**src/rtl/mlp_tile_sequencer.sv**
```systemverilog
// MLP layer sequencer: DRAM->GLB load, K-tiled compute on the ROWS x COLS PE array, ofmap drain through the PPU.
// Define MLP_SEQ_PERF_CNT_EN to add the cycle_cnt / stall_cnt performance counters.
module mlp_tile_sequencer #(
  parameter int DATA_W  = 32,
  parameter int ROWS    = 8,
  parameter int COLS    = 8,
  parameter int MAX_DIM = 256,
  parameter int ADDR_W  = 12,
  parameter int DIM_W   = $clog2(MAX_DIM) + 1
) (
  input  logic              clk,
  input  logic              rst,
  input  logic              start,
  input  logic [DIM_W-1:0]  in_dim,
  input  logic [DIM_W-1:0]  out_dim,
  output logic              busy,
  output logic              done,
  output logic              err,
  input  logic              dram_valid,
  output logic              dram_ready,
  output logic              ifmap_wen,
  output logic              weight_wen,
  output logic              bias_wen,
  output logic              ifmap_ren,
  output logic              weight_ren,
  output logic              bias_ren,
  output logic [ADDR_W-1:0] glb_addr,
  output logic              arr_en,
  input  logic              arr_valid,
  output logic              psum_sel,
  output logic              psum_load,
  output logic              ofmap_wen,
  output logic              ofmap_ren,
  output logic [ADDR_W-1:0] ofmap_addr,
  output logic              ppu_en,
  input  logic              out_ready
`ifdef MLP_SEQ_PERF_CNT_EN
  ,
  output logic [31:0]       cycle_cnt,
  output logic [31:0]       stall_cnt
`endif
);

  localparam int ACT_PER_WORD = DATA_W / 8;
  localparam int PROD_W       = 2 * DIM_W;
  localparam int CNT_W        = (PROD_W > ADDR_W + 3) ? PROD_W : ADDR_W + 3;

  typedef enum logic [3:0] {
    S_IDLE, S_LOAD_IF, S_LOAD_W, S_LOAD_B,
    S_RD, S_ISSUE, S_WAIT, S_DR_RD, S_DR_OUT, S_DONE
  } state_e;

  state_e             state_q, state_d;
  logic [DIM_W-1:0]   in_dim_q, in_dim_d, out_dim_q, out_dim_d;
  logic [DIM_W-1:0]   kt_q, kt_d, ot_q, ot_d;
  logic [ADDR_W-1:0]  idx_q, idx_d, wbase_q, wbase_d;
  logic               err_q, err_d;

  logic [CNT_W-1:0]   req_prod, ifw, ww, bw, load_cnt, idx_nxt;
  logic [DIM_W-1:0]   kt_total, ot_total;
  logic               start_ok;

  // The weight image (in*out/ACT_PER_WORD words) must fit the GLB address space.
  assign req_prod = CNT_W'(in_dim) * CNT_W'(out_dim);
  assign start_ok = (in_dim != '0) && (out_dim != '0)
                 && (in_dim <= DIM_W'(MAX_DIM)) && (out_dim <= DIM_W'(MAX_DIM))
                 && ((in_dim % DIM_W'(COLS)) == '0) && ((out_dim % DIM_W'(ROWS)) == '0)
                 && (req_prod <= (CNT_W'(ACT_PER_WORD) << ADDR_W));

  assign ifw      = CNT_W'(in_dim_q) / CNT_W'(ACT_PER_WORD);
  assign ww       = (CNT_W'(in_dim_q) * CNT_W'(out_dim_q)) / CNT_W'(ACT_PER_WORD);
  assign bw       = CNT_W'(out_dim_q);
  assign kt_total = in_dim_q / DIM_W'(COLS);
  assign ot_total = out_dim_q / DIM_W'(ROWS);
  assign idx_nxt  = CNT_W'(idx_q) + CNT_W'(1);
  assign load_cnt = (state_q == S_LOAD_IF) ? ifw : (state_q == S_LOAD_W) ? ww : bw;

  assign busy = (state_q != S_IDLE) && (state_q != S_DONE);
  assign err  = err_q;

  always_ff @(posedge clk) begin
    // NOTE: state registers use non-blocking assignment so every flop samples pre-edge values.
    if (rst) begin
      state_q   <= S_IDLE;
      in_dim_q  <= '0;
      out_dim_q <= '0;
      kt_q      <= '0;
      ot_q      <= '0;
      idx_q     <= '0;
      wbase_q   <= '0;
      err_q     <= 1'b0;
    end else begin
      state_q   <= state_d;
      in_dim_q  <= in_dim_d;
      out_dim_q <= out_dim_d;
      kt_q      <= kt_d;
      ot_q      <= ot_d;
      idx_q     <= idx_d;
      wbase_q   <= wbase_d;
      err_q     <= err_d;
    end
  end

  always_comb begin
    // NOTE: every signal gets a default first so no path through the case infers a latch.
    state_d    = state_q;
    in_dim_d   = in_dim_q;
    out_dim_d  = out_dim_q;
    kt_d       = kt_q;
    ot_d       = ot_q;
    idx_d      = idx_q;
    wbase_d    = wbase_q;
    err_d      = 1'b0;
    done       = 1'b0;
    dram_ready = 1'b0;
    ifmap_wen  = 1'b0;
    weight_wen = 1'b0;
    bias_wen   = 1'b0;
    ifmap_ren  = 1'b0;
    weight_ren = 1'b0;
    bias_ren   = 1'b0;
    glb_addr   = '0;
    arr_en     = 1'b0;
    psum_sel   = 1'b0;
    psum_load  = 1'b0;
    ofmap_wen  = 1'b0;
    ofmap_ren  = 1'b0;
    ofmap_addr = '0;
    ppu_en     = 1'b0;

    case (state_q)
      S_IDLE: begin
        if (start) begin
          if (start_ok) begin
            state_d   = S_LOAD_IF;
            in_dim_d  = in_dim;
            out_dim_d = out_dim;
            kt_d      = '0;
            ot_d      = '0;
            idx_d     = '0;
            wbase_d   = '0;
          end else begin
            err_d = 1'b1;
          end
        end
      end

      S_LOAD_IF, S_LOAD_W, S_LOAD_B: begin
        dram_ready = 1'b1;
        glb_addr   = idx_q;
        if (dram_valid) begin
          ifmap_wen  = (state_q == S_LOAD_IF);
          weight_wen = (state_q == S_LOAD_W);
          bias_wen   = (state_q == S_LOAD_B);
          if (idx_nxt == load_cnt) begin
            idx_d   = '0;
            state_d = (state_q == S_LOAD_IF) ? S_LOAD_W :
                      (state_q == S_LOAD_W)  ? S_LOAD_B : S_RD;
          end else begin
            idx_d = idx_q + ADDR_W'(1);
          end
        end
      end

      // glb_addr carries the weight address; the top derives the ifmap (kt) and bias (ot) reads itself.
      S_RD: begin
        ifmap_ren  = 1'b1;
        weight_ren = 1'b1;
        bias_ren   = 1'b1;
        glb_addr   = wbase_q + ADDR_W'(kt_q);
        state_d    = S_ISSUE;
      end

      S_ISSUE: begin
        arr_en   = 1'b1;
        psum_sel = (kt_q != '0);
        state_d  = S_WAIT;
      end

      S_WAIT: begin
        if (arr_valid) begin
          if (kt_q != kt_total - DIM_W'(1)) begin
            psum_load = 1'b1;
            kt_d      = kt_q + DIM_W'(1);
            state_d   = S_RD;
          end else begin
            ofmap_wen  = 1'b1;
            ofmap_addr = ADDR_W'(ot_q);
            kt_d       = '0;
            ot_d       = ot_q + DIM_W'(1);
            wbase_d    = wbase_q + ADDR_W'(kt_total);
            if (ot_q == ot_total - DIM_W'(1)) begin
              idx_d   = '0;
              state_d = S_DR_RD;
            end else begin
              state_d = S_RD;
            end
          end
        end
      end

      S_DR_RD: begin
        ofmap_ren  = 1'b1;
        ofmap_addr = idx_q;
        state_d    = S_DR_OUT;
      end

      S_DR_OUT: begin
        ppu_en     = 1'b1;
        ofmap_addr = idx_q;
        if (out_ready) begin
          if (idx_nxt == bw) begin
            state_d = S_DONE;
          end else begin
            idx_d   = idx_q + ADDR_W'(1);
            state_d = S_DR_RD;
          end
        end
      end

      S_DONE: begin
        done    = 1'b1;
        state_d = S_IDLE;
      end

      default: state_d = S_IDLE;
    endcase
  end

`ifdef MLP_SEQ_PERF_CNT_EN
  logic [31:0] cycle_cnt_q, stall_cnt_q;

  always_ff @(posedge clk) begin
    if (rst) begin
      cycle_cnt_q <= '0;
      stall_cnt_q <= '0;
    end else if ((state_q == S_IDLE) && start && start_ok) begin
      cycle_cnt_q <= '0;
      stall_cnt_q <= '0;
    end else begin
      if (busy) cycle_cnt_q <= cycle_cnt_q + 32'd1;
      if ((state_q == S_DR_OUT) && !out_ready) stall_cnt_q <= stall_cnt_q + 32'd1;
    end
  end

  assign cycle_cnt = cycle_cnt_q;
  assign stall_cnt = stall_cnt_q;
`endif

endmodule

```
**config.mk**
```make
export PLATFORM = sky130hd
export DESIGN_NAME = mlp_tile_sequencer
export DESIGN_NICKNAME = d
export VERILOG_FILES = /design/src/rtl/mlp_tile_sequencer.sv
export SDC_FILE = /design/constraint.sdc
export NUM_CORES = 1
export LEC_CHECK = 0
export CAP_MARGIN = 30
export CORE_ASPECT_RATIO = 2
export CORE_MARGIN = 3
export CORE_UTILIZATION = 44
export DETAILED_ROUTE_END_ITERATION = 10
export GPL_TIMING_DRIVEN = 0
export SYNTH_ARGS = -nofsm -noshare
export SYNTH_HDL_FRONTEND = slang
export SYNTH_SLANG_ARGS = --single-unit
```
**constraint.sdc**
```tcl
create_clock -name clk -period 6 [get_ports clk]
set_input_delay 0.9 -clock clk [delete_from_list [all_inputs] [get_ports clk]]
set_output_delay 0.9 -clock clk [all_outputs]
set_load 0.005 [all_outputs]
```
# ---- Yosys cells after proc, flatten, opt, wreduce, memory -nomap -nowiden
# Index checks and enable logic that the tools add are counted.
dict set report classes {
  add_sub_neg 8
  multipliers 2
  div_mod_pow 0
  n_lt_le_gt_ge 3
  eq_ne 23
  shift 0
  mux 59
  bitwise_logic 2
  reduce_logical 24
}
# cell n
set ops {}
lappend ops {{$mux W12} 11}
lappend ops {{$mux W9} 8}
lappend ops {{$pmux W12 S2} 3}
lappend ops {{$pmux W12 S4} 1}
lappend ops {{$mul A9 B9 Y18} 2}
lappend ops {{$pmux W9 S2} 2}
lappend ops {{$mux W16} 2}
lappend ops {{$mux W4} 7}
lappend ops {{$pmux W4 S7} 1}
lappend ops {{$reduce_bool A9 Y1} 3}
lappend ops {{$mux W1} 20}
lappend ops {{$add A9 B1 Y9 const B} 2}
lappend ops {{$le A18 B15 Y1 const B} 1}
lappend ops {{$le A9 B9 Y1 const B} 2}
lappend ops {{$logic_not A9 Y1} 2}
lappend ops {{$ne A2 B2 Y1 const B} 9}
lappend ops {{$eq A13 B16 Y1} 1}
lappend ops {{$eq A4 B3 Y1 const B} 4}
lappend ops {{$sub A6 B1 Y7 const B} 2}
lappend ops {{$add A12 B1 Y13 const B} 1}
lappend ops {{$eq A13 B9 Y1} 1}
lappend ops {{$add A12 B1 Y12 const B} 1}
lappend ops {{$add A12 B6 Y12} 1}
lappend ops {{$add A12 B9 Y12} 1}
lappend ops {{20 further kinds} 33}
dict set report word_totals {
  reg_bits 65
  latch_bits 0
  ramBits 0
  romBits 0
  inputBits 24
  output_inout_bits 40
  word_cells 129
  memories 0
}

# ---- Longest topological paths before layout
# Gate-level depths: netlist (run 1).
dict set report depth {
  ltp_word 10
  mapped_depth 23
  mapped_depth_nobuf 20
}

# ---- Worst setup path after synthesis (run 1)
# OpenSTA, ideal clock, no wires.
dict set report synth_path {
  kind {in2reg}
  startpoint {in in_dim[3]}
  endpoint {reg kt_q[0]}
  setup_time_ps 123
  arrival_time_ps 6324
  t_required_ps 5877
  path_slack_ps -447
  cell_stages 20
  path_buffers 3
  cell_sequence {clkbuf_1 > nand2_1 > fa_1 > fa_1 > inv_1 > ha_1 > fa_1 > inv_1 > fa_1 > or3b_2 > nor4_1 > o211ai_1 > a2111oi_0 > o2111ai_1 > a2111oi_1 > nor2_1 > clkbuf_1 > buf_1 > nand2_1 > nor2_1}
}
dict set report synth_via {
  elab_chain_cells 9
  word_cells_on_any_way 12
  classes_between {1 x mul; 2 x order compare; 1 x eq/ne; 8 x reduce/logical}
}
# element line_no
set synth_rtl {}
lappend synth_rtl {{start, declared} 14} ;# input logic [DIM_W-1:0] in_dim,
lappend synth_rtl {{parallel branches: the longest is 6 deep, another holds $mul A9 B9 Y18} -}
lappend synth_rtl {{$logic_and A1 B1 Y1 *} 68} ;# && (req_prod <= (CNT_W'(ACT_PER_WORD) << ADDR_W));
lappend synth_rtl {{$ne A2 B2 Y1 (no source line) *} -}
lappend synth_rtl {{$reduce_and A4 Y1 (no source line) *} -}
lappend synth_rtl {{end signal, assigned} 96} ;# kt_q <= kt_d;
lappend synth_rtl {{end, declared} 55} ;# logic [DIM_W-1:0] kt_q, kt_d, ot_q, ot_d;
# Mark *: on every way between the ends.
# A chain may end at the register's enable or synchronous reset.

# ---- Worst setup path in the final report (run 1)
dict set report layout_path {
  startpoint {reg out_dim_q[5]}
  endpoint {reg idx_q[8]}
}
dict set report layout_via {
  elab_chain_cells 7
  word_cells_on_any_way 13
  classes_between {1 x add/sub; 1 x mul; 5 x eq/ne; 5 x mux; 1 x reduce/logical}
}
# element line_no
set layout_rtl {}
lappend layout_rtl {{start, declared} 54} ;# logic [DIM_W-1:0] in_dim_q, in_dim_d, out_dim_q, out_dim_d;
lappend layout_rtl {{start signal, assigned} 95} ;# out_dim_q <= out_dim_d;
lappend layout_rtl {{$mul A9 B9 Y18} 71} ;# assign ww = (CNT_W'(in_dim_q) * CNT_W'(out_dim_q)) / CNT_W'(ACT_PER_WORD);
lappend layout_rtl {{$mux W16 (2 in a row)} 76} ;# assign load_cnt = (state_q == S_LOAD_IF) ? ifw : (state_q == S_LOAD_W) ? ww : bw;
lappend layout_rtl {{$eq A13 B16 Y1} 155} ;# if (idx_nxt == load_cnt) begin
lappend layout_rtl {{$mux W12} 155}
lappend layout_rtl {{$mux W12} 151} ;# if (dram_valid) begin
lappend layout_rtl {{$pmux W12 S4} 131} ;# case (state_q)
lappend layout_rtl {{end signal, assigned} 98} ;# idx_q <= idx_d;
lappend layout_rtl {{end, declared} 56} ;# logic [ADDR_W-1:0] idx_q, idx_d, wbase_q, wbase_d;
# Several ways; a longest one is shown, not always the timed one. The select of a mux whose other input is x is not followed.

==> results of run 1 <==
layout make-up:
type / instances / area [sq um] / area share
plain buffers: 66 / 513 / 0.0384
clock buffers: 11 / 253 / 0.0189
clock inverters: 5 / 60.1 / 0.00450
inverters: 131 / 503 / 0.0377
multi-input cells: 1051 / 8830 / 0.662
flip-flops and latches: 65 / 1370 / 0.102
well taps: 280 / 350 / 0.0263
repair buffers: 172 / 1470 / 0.110
sequential cells by signal, summed over array words and instances, names as in the netlist:
| signal | flops |
|---|---|
| idx_q | 12 |
| state_q | 4 |
| wbase_q | 12 |
| out_dim_q | 9 |
| kt_q | 9 |
| ot_q | 9 |
| in_dim_q | 9 |
| err | 1 |
worst register-to-register path, stage by stage, from the launching register on:
cell and delay, ps:
dfxtp_4 420, buf_8 140, nand2_1 100, fa_2 420, fa_1 540, inv_1 50, fa_1 470, inv_1 50
fa_1 530, inv_1 70, ha_4 290, nand2_2 60, or3b_4 390, a21o_1 230, a221oi_4 370, buf_6 160
mux2i_1 190, a31o_2 200, o311ai_4 110, buf_6 150, o41ai_4 440, buf_4 210, a211oi_2 40, a21o_1 180
per-stage QoR:
stage	area, sq um	util
final	13300	0.582
after global routing	13300	0.582
after CTS	12700	0.554
after detailed placement	11400	0.496
after global placement	11400	0.496
after floorplan	10500	-
worst paths after layout:
path	startpoint	to	slack [ps]	cells after the start
max	out_dim_q[5]$_SDFFE_PP0P_	idx_q[8]$_SDFFE_PP0P_	80	23
min	wbase_q[7]$_SDFFE_PP0P_	wbase_q[7]$_SDFFE_PP0P_	530	2
max reg2reg	out_dim_q[5]$_SDFFE_PP0P_	idx_q[8]$_SDFFE_PP0P_	80	23
min reg2reg	wbase_q[7]$_SDFFE_PP0P_	wbase_q[7]$_SDFFE_PP0P_	530	2
power by group through the flow:
stage               Combinational (mW)  Clock, mW  Sequential, mW
floorplan                        0.649          0           0.442
global placement                 0.850          0           0.442
detailed placement               0.860          0           0.442
CTS                               1.13      0.566           0.429
global route                      1.35      0.582           0.425
finish                            1.22      0.564           0.425
cell usage in the layout, fill, tap and decap left out, types with 27 or more instances in the layout:
cell	count
a21oi_1	64
and2_1	76
buf_4	97
clkbuf_1	33
clkdlybuf4s50_1	45
dfxtp_1	47
fa_1	94
ha_1	77
inv_1	117
nand2_1	151
nor2_1	96
o21ai_0	49
xnor2_1	44
xor2_1	27
per-layer routing:
| layer | vias up | GRT usage |
|---|---|---|
| li1 | 4826 | - |
| met1 | 5005 | 0.288 |
| met2 | 297 | 0.529 |
| met3 | 126 | 0.0233 |
| met4 | 0 | 0.150 |
| met5 | - | 0 |
cell families (layout without fill, tap and decap cells):
group	count (synthesis)	in the layout	share of synthesized area
AO/OA/AOI/OAI	246	246	0.156
XOR/XNOR	73	73	0.0616
adder cells (fa/ha/maj)	198	198	0.313
buffers and inverters	215	385	0.0800
flip-flops	65	65	0.125
multiplexers	14	14	0.0136
AND/OR/NAND/NOR	520	520	0.251
repair_timing:
action | in CTS | in global routing
endpoints found under the setup margin | 65 | 64
setup buffers | 46 | 60
cloned | 6 | 3
gates resized for setup | 184 | 120
pin swaps | 55 | 68
==> results.sh, run 1 <==
export IMPL_htree_levels=3
export IMPL_fill_cells=2116
export IMPL_min_period_over_period=0.986
export IMPL_max_vdd_ir_drop_uv=226
export IMPL_synthCells=1331
export IMPL_top_layer="met4"
export IMPL_cpPeakStageDelay_ps=540
export IMPL_port_buffers=57
export IMPL_ys_seq_elements=65
export IMPL_drc=0
export IMPL_routed_via_density=5.76
export IMPL_finalHoldViolations=0
export IMPL_worst_path_max_fanout=8
export IMPL_fin_setup_tns_ps=0
export IMPL_clock_sinks=65
export IMPL_synth_edf_count=0
export IMPL_maxSlewHeadroom=0.396
export IMPL_syn_num_nets=1553
export IMPL_drt_antenna_violating_nets=0
export IMPL_grt_overflow=0
export IMPL_initial_core_util=0.452
export IMPL_p_per_area_nw_per_um2=166
export IMPL_max_freq_mhz=169
export IMPL_syn_area_sq_um=10400
export IMPL_die_area_sq_um=25600
export IMPL_routedWlPerCell_um=20.1
export IMPL_ys_async_sr_fraction=0
export IMPL_yosysUniqueCellTypes=73
export IMPL_dp_slack_ps=-1570
export IMPL_area_delta_synth_final_pct=28.6
export IMPL_final_nets=1718
export IMPL_cts_root_buf="clkbuf_16"
export IMPL_hpwl_um=26500
export IMPL_grt_max_degree=14
export IMPL_synthTopCellsByCount="167 x nand2_1, 130 x inv_1, 102 x fa_1"
export IMPL_slew_violations=0
export IMPL_synth_top_cell_by_area="fa_1"
export IMPL_core_area_sq_um=22900
export IMPL_setup_ws_ps=81.4
export IMPL_stdcell_count=1781
export IMPL_yosysMostFrequentCell="nand2_1"
export IMPL_synth_warnings=0
export IMPL_clkTransAtPathRegs_ps=60
export IMPL_hold_buffers=0
export IMPL_ys_seq_area_frac=0.125
export IMPL_slowest_stage="fa_1"
export IMPL_die_y_um=223
export IMPL_p_comb_frac=0.553
export IMPL_start_kind="register"
export IMPL_synth_area_leaders="fa_1 20%, dfxtp_1 13%, ha_1 12%, nand2_1 6.0%, and2_1 4.9%"
export IMPL_drt_pass1_iter_count=5
export IMPL_cts_buffers=9
export IMPL_switching_share=0.401
export IMPL_synth_top_area_share=0.197
export IMPL_routed_wl_um=35800
export IMPL_clock_latency_ps=350
export IMPL_place_congestion=0.926
export IMPL_first_global_vias=10500
export IMPL_max_cap_viol_count=0
export IMPL_cts_max_path_buffers=2
export IMPL_synth_main_ff_cell="dfxtp_1"
export IMPL_seqPwrFrac=0.192
export IMPL_route_met3_wl_um=1220
export IMPL_antenna_found_initial=0
export IMPL_fin_skew_ps=9.06
export IMPL_outcome="finished, final reports clean"
export IMPL_first_iter_violations=574
export IMPL_grt_pass1_wl_um=55200
export IMPL_crit_required_ps=6240
export IMPL_grt_util_all_layers=0.277
export IMPL_leakagePower_nw=5.60
export IMPL_p_clk_frac=0.255
export IMPL_setup_violations_final=0
export IMPL_num_rows=78
export IMPL_met1Wirelength_um=12300
export IMPL_ios=64
export IMPL_end_kind="register"
export IMPL_cp_top_family="adder cells"
export IMPL_die_w_um=115
export IMPL_p_switching_uw=886
export IMPL_hold_ws_ps=529
export IMPL_crit_arrival_ps=6160
export IMPL_rsz0062_at_grt="true"
export IMPL_hold_class="register to register"
export IMPL_antenna_cells=0
export IMPL_worst_pin_slew_ps=899
export IMPL_crit_type="register to register"
export IMPL_syn_avg_cell_area_sq_um=7.79
export IMPL_period_minus_slack_ps=5920
export IMPL_drive_gt1_frac=0.203
export IMPL_crit_buf_inv=7
export IMPL_cts_tree="done"
export IMPL_dpl_cell_count=1668
export IMPL_crit_chain="buf_8 > nand2_1 > fa_2 > fa_1 > inv_1 > fa_1 > inv_1 > fa_1 > inv_1 > ha_4 > nand2_2 > or3b_4 > a21o_1 > a221oi_4 > buf_6 > mux2i_1 > a31o_2 > o311ai_4 > buf_6 > o41ai_4 > buf_4 > a211oi_2 > a21o_1"
export IMPL_power_mw=2.21
export IMPL_met2_length_um=19900
export IMPL_num_vias=10300
export IMPL_intPower_mw=1.32
(Power assumes the default switching activity.)
==> inputs of run 2 (changes only) <==
- CORE_MARGIN: 3 -> 4
- REMOVE_ABC_BUFFERS: not set -> 1
- clock period: 6 -> 6.73 ns (I/O delays scaled with it)
==> results.sh, run 2 (synthesis gave the netlist of run 1 again) <==
export IMPL_cts_buffers=9
export IMPL_leakagePower_nw=4.86
export IMPL_hold_ws_ps=523
export IMPL_core_area_sq_um=23200
export IMPL_die_area_sq_um=26200
export IMPL_max_vdd_ir_drop_uv=192
export IMPL_period_minus_slack_ps=6510
export IMPL_grt_pass1_wl_um=49300
export IMPL_post_route_util=0.498
export IMPL_grt_max_degree=46
export IMPL_fill_cells=2263
export IMPL_cts_tree="done"
export IMPL_drive_gt1_frac=0.0590
export IMPL_p_comb_frac=0.424
export IMPL_clkTransAtPathRegs_ps=60
export IMPL_postLayoutCellArea_sq_um=11600
export IMPL_setup_ws_ps=219
export IMPL_num_rows=79
export IMPL_drt_antenna_violating_nets=0
export IMPL_routedWlPerCell_um=18.6
export IMPL_grt_util_all_layers=0.238
export IMPL_die_w_um=117
export IMPL_outcome="finished, final reports clean"
export IMPL_hold_class="register to register"
export IMPL_layout_commonest_cell="nand2_1"
export IMPL_cts_root_buf="clkbuf_16"
export IMPL_ios=64
export IMPL_clock_latency_ps=340
export IMPL_intPower_mw=1.12
export IMPL_dpl_cell_count=1601
export IMPL_finalHoldViolations=0
export IMPL_routed_wl_um=30200
export IMPL_clock_sinks=65
export IMPL_placed_cell_area_sq_um=11100
export IMPL_area_delta_synth_final_pct=11.5
export IMPL_r2r_setup_slack_ps=230
export IMPL_worst_path_max_fanout=11
export IMPL_num_vias=9432
export IMPL_start_kind="input pin"
export IMPL_dp_slack_ps=-1200
export IMPL_crit_type="input pin to register"
export IMPL_reg_largest_list="idx_q: 12 flops, wbase_q: 12 flops"
export IMPL_worst_pin_slew_ps=935
export IMPL_end_kind="register"
export IMPL_seqPwrFrac=0.220
export IMPL_final_nets=1556
export IMPL_drc=0
export IMPL_die_y_um=225
export IMPL_setup_violations_final=0
export IMPL_stdcell_count=1622
export IMPL_antenna_cells=0
export IMPL_first_global_vias=9677
export IMPL_initial_core_util=0.447
export IMPL_max_freq_mhz=154
export IMPL_htree_levels=3
export IMPL_p_per_area_nw_per_um2=151
export IMPL_layout_common_cells="167 x nand2_1, 130 x inv_1, 102 x fa_1"
export IMPL_fin_setup_tns_ps=0
export IMPL_fin_skew_ps=8.37
export IMPL_min_period_over_period=0.967
export IMPL_place_congestion=0.870
export IMPL_crit_required_ps=7020
export IMPL_switching_share=0.360
export IMPL_p_clk_frac=0.355
export IMPL_crit_arrival_ps=6800
export IMPL_grt_overflow=0
export IMPL_first_iter_violations=353
export IMPL_cts_max_path_buffers=2
export IMPL_power_mw=1.75
export IMPL_p_switching_uw=631
export IMPL_slew_violations=0
export IMPL_port_buffers=63
export IMPL_routed_via_density=5.82
export IMPL_maxSlewHeadroom=0.372
export IMPL_max_cap_viol_count=0
export IMPL_hold_buffers=0
export IMPL_drt_pass1_iter_count=4
export IMPL_hpwl_um=24200
export IMPL_antenna_found_initial=0
==> run 2: changes by cell type in the layout (fill, tap and decap cells not counted), moves of 17 or more <==
| cell | change |
|---|---|
| buf_4 | -89 |
| clkbuf_1 | -33 |
| buf_6 | -19 |
| ha_1 | +19 |
| dfxtp_4 | -17 |
| ha_4 | -17 |
==> run 2: cell type report <==
class                           count  area (sq um)  area share
Multi-Input combinational cell   1051          8320       0.719
Sequential cell                    65          1310       0.113
Timing Repair Buffer               76           703      0.0608
Inverter                          131           492      0.0425
Tap cell                          283           354      0.0306
Clock buffer                        9           225      0.0195
Clock inverter                      7           166      0.0144
==> run 2: power by group through the flow <==
stage | Sequential, mW | Clock, mW | Combinational (mW)
final | 0.386 | 0.623 | 0.744
after global routing | 0.386 | 0.648 | 0.862
after CTS | 0.386 | 0.634 | 0.745
after detailed placement | 0.394 | 0 | 0.737
after global placement | 0.394 | 0 | 0.723
after floorplan | 0.394 | 0 | 0.538
==> run 2: final timing paths <==
kind	cells after the start	startpoint	to
worst max register to register	19	in_dim_q[3]$_SDFFE_PP0P_	idx_q[9]$_SDFFE_PP0P_
worst min register to register	2	wbase_q[7]$_SDFFE_PP0P_	wbase_q[7]$_SDFFE_PP0P_
worst min-delay path	2	wbase_q[7]$_SDFFE_PP0P_	wbase_q[7]$_SDFFE_PP0P_
worst max-delay path	21	in_dim[5]	idx_q[5]$_SDFFE_PP0P_
==> run 2: repair_timing <==
action | CTS | global route
endpoints found under the setup margin | 64 | 58
resized for setup | 56 | 42
cloned | 0 | 0
pin swaps | 2 | 3
buffers inserted | 2 | 3
==> run 2: routing by layer <==
layer	up-vias	wire (um)	part of all wire	track usage
li1	4483	-	-	-
met1	4668	11000	0.37	0.254
met2	203	16900	0.56	0.465
met3	78	849	0.028	0.0193
met4	0	1400	0.046	0.0948
met5	-	0	0	0
==> run 2: critical path, stage by stage <==
cell,delay (ps)
clkbuf_4,220
nand2_1,100
fa_1,490
fa_1,520
inv_1,40
ha_1,300
fa_1,590
inv_1,70
fa_1,520
or3b_2,450
nor4_1,290
o211ai_1,160
a2111oi_2,300
o2111ai_1,150
buf_4,180
a211o_4,380
a211oi_4,310
o41ai_4,150
buf_4,180
o41a_1,300
nand2_1,70
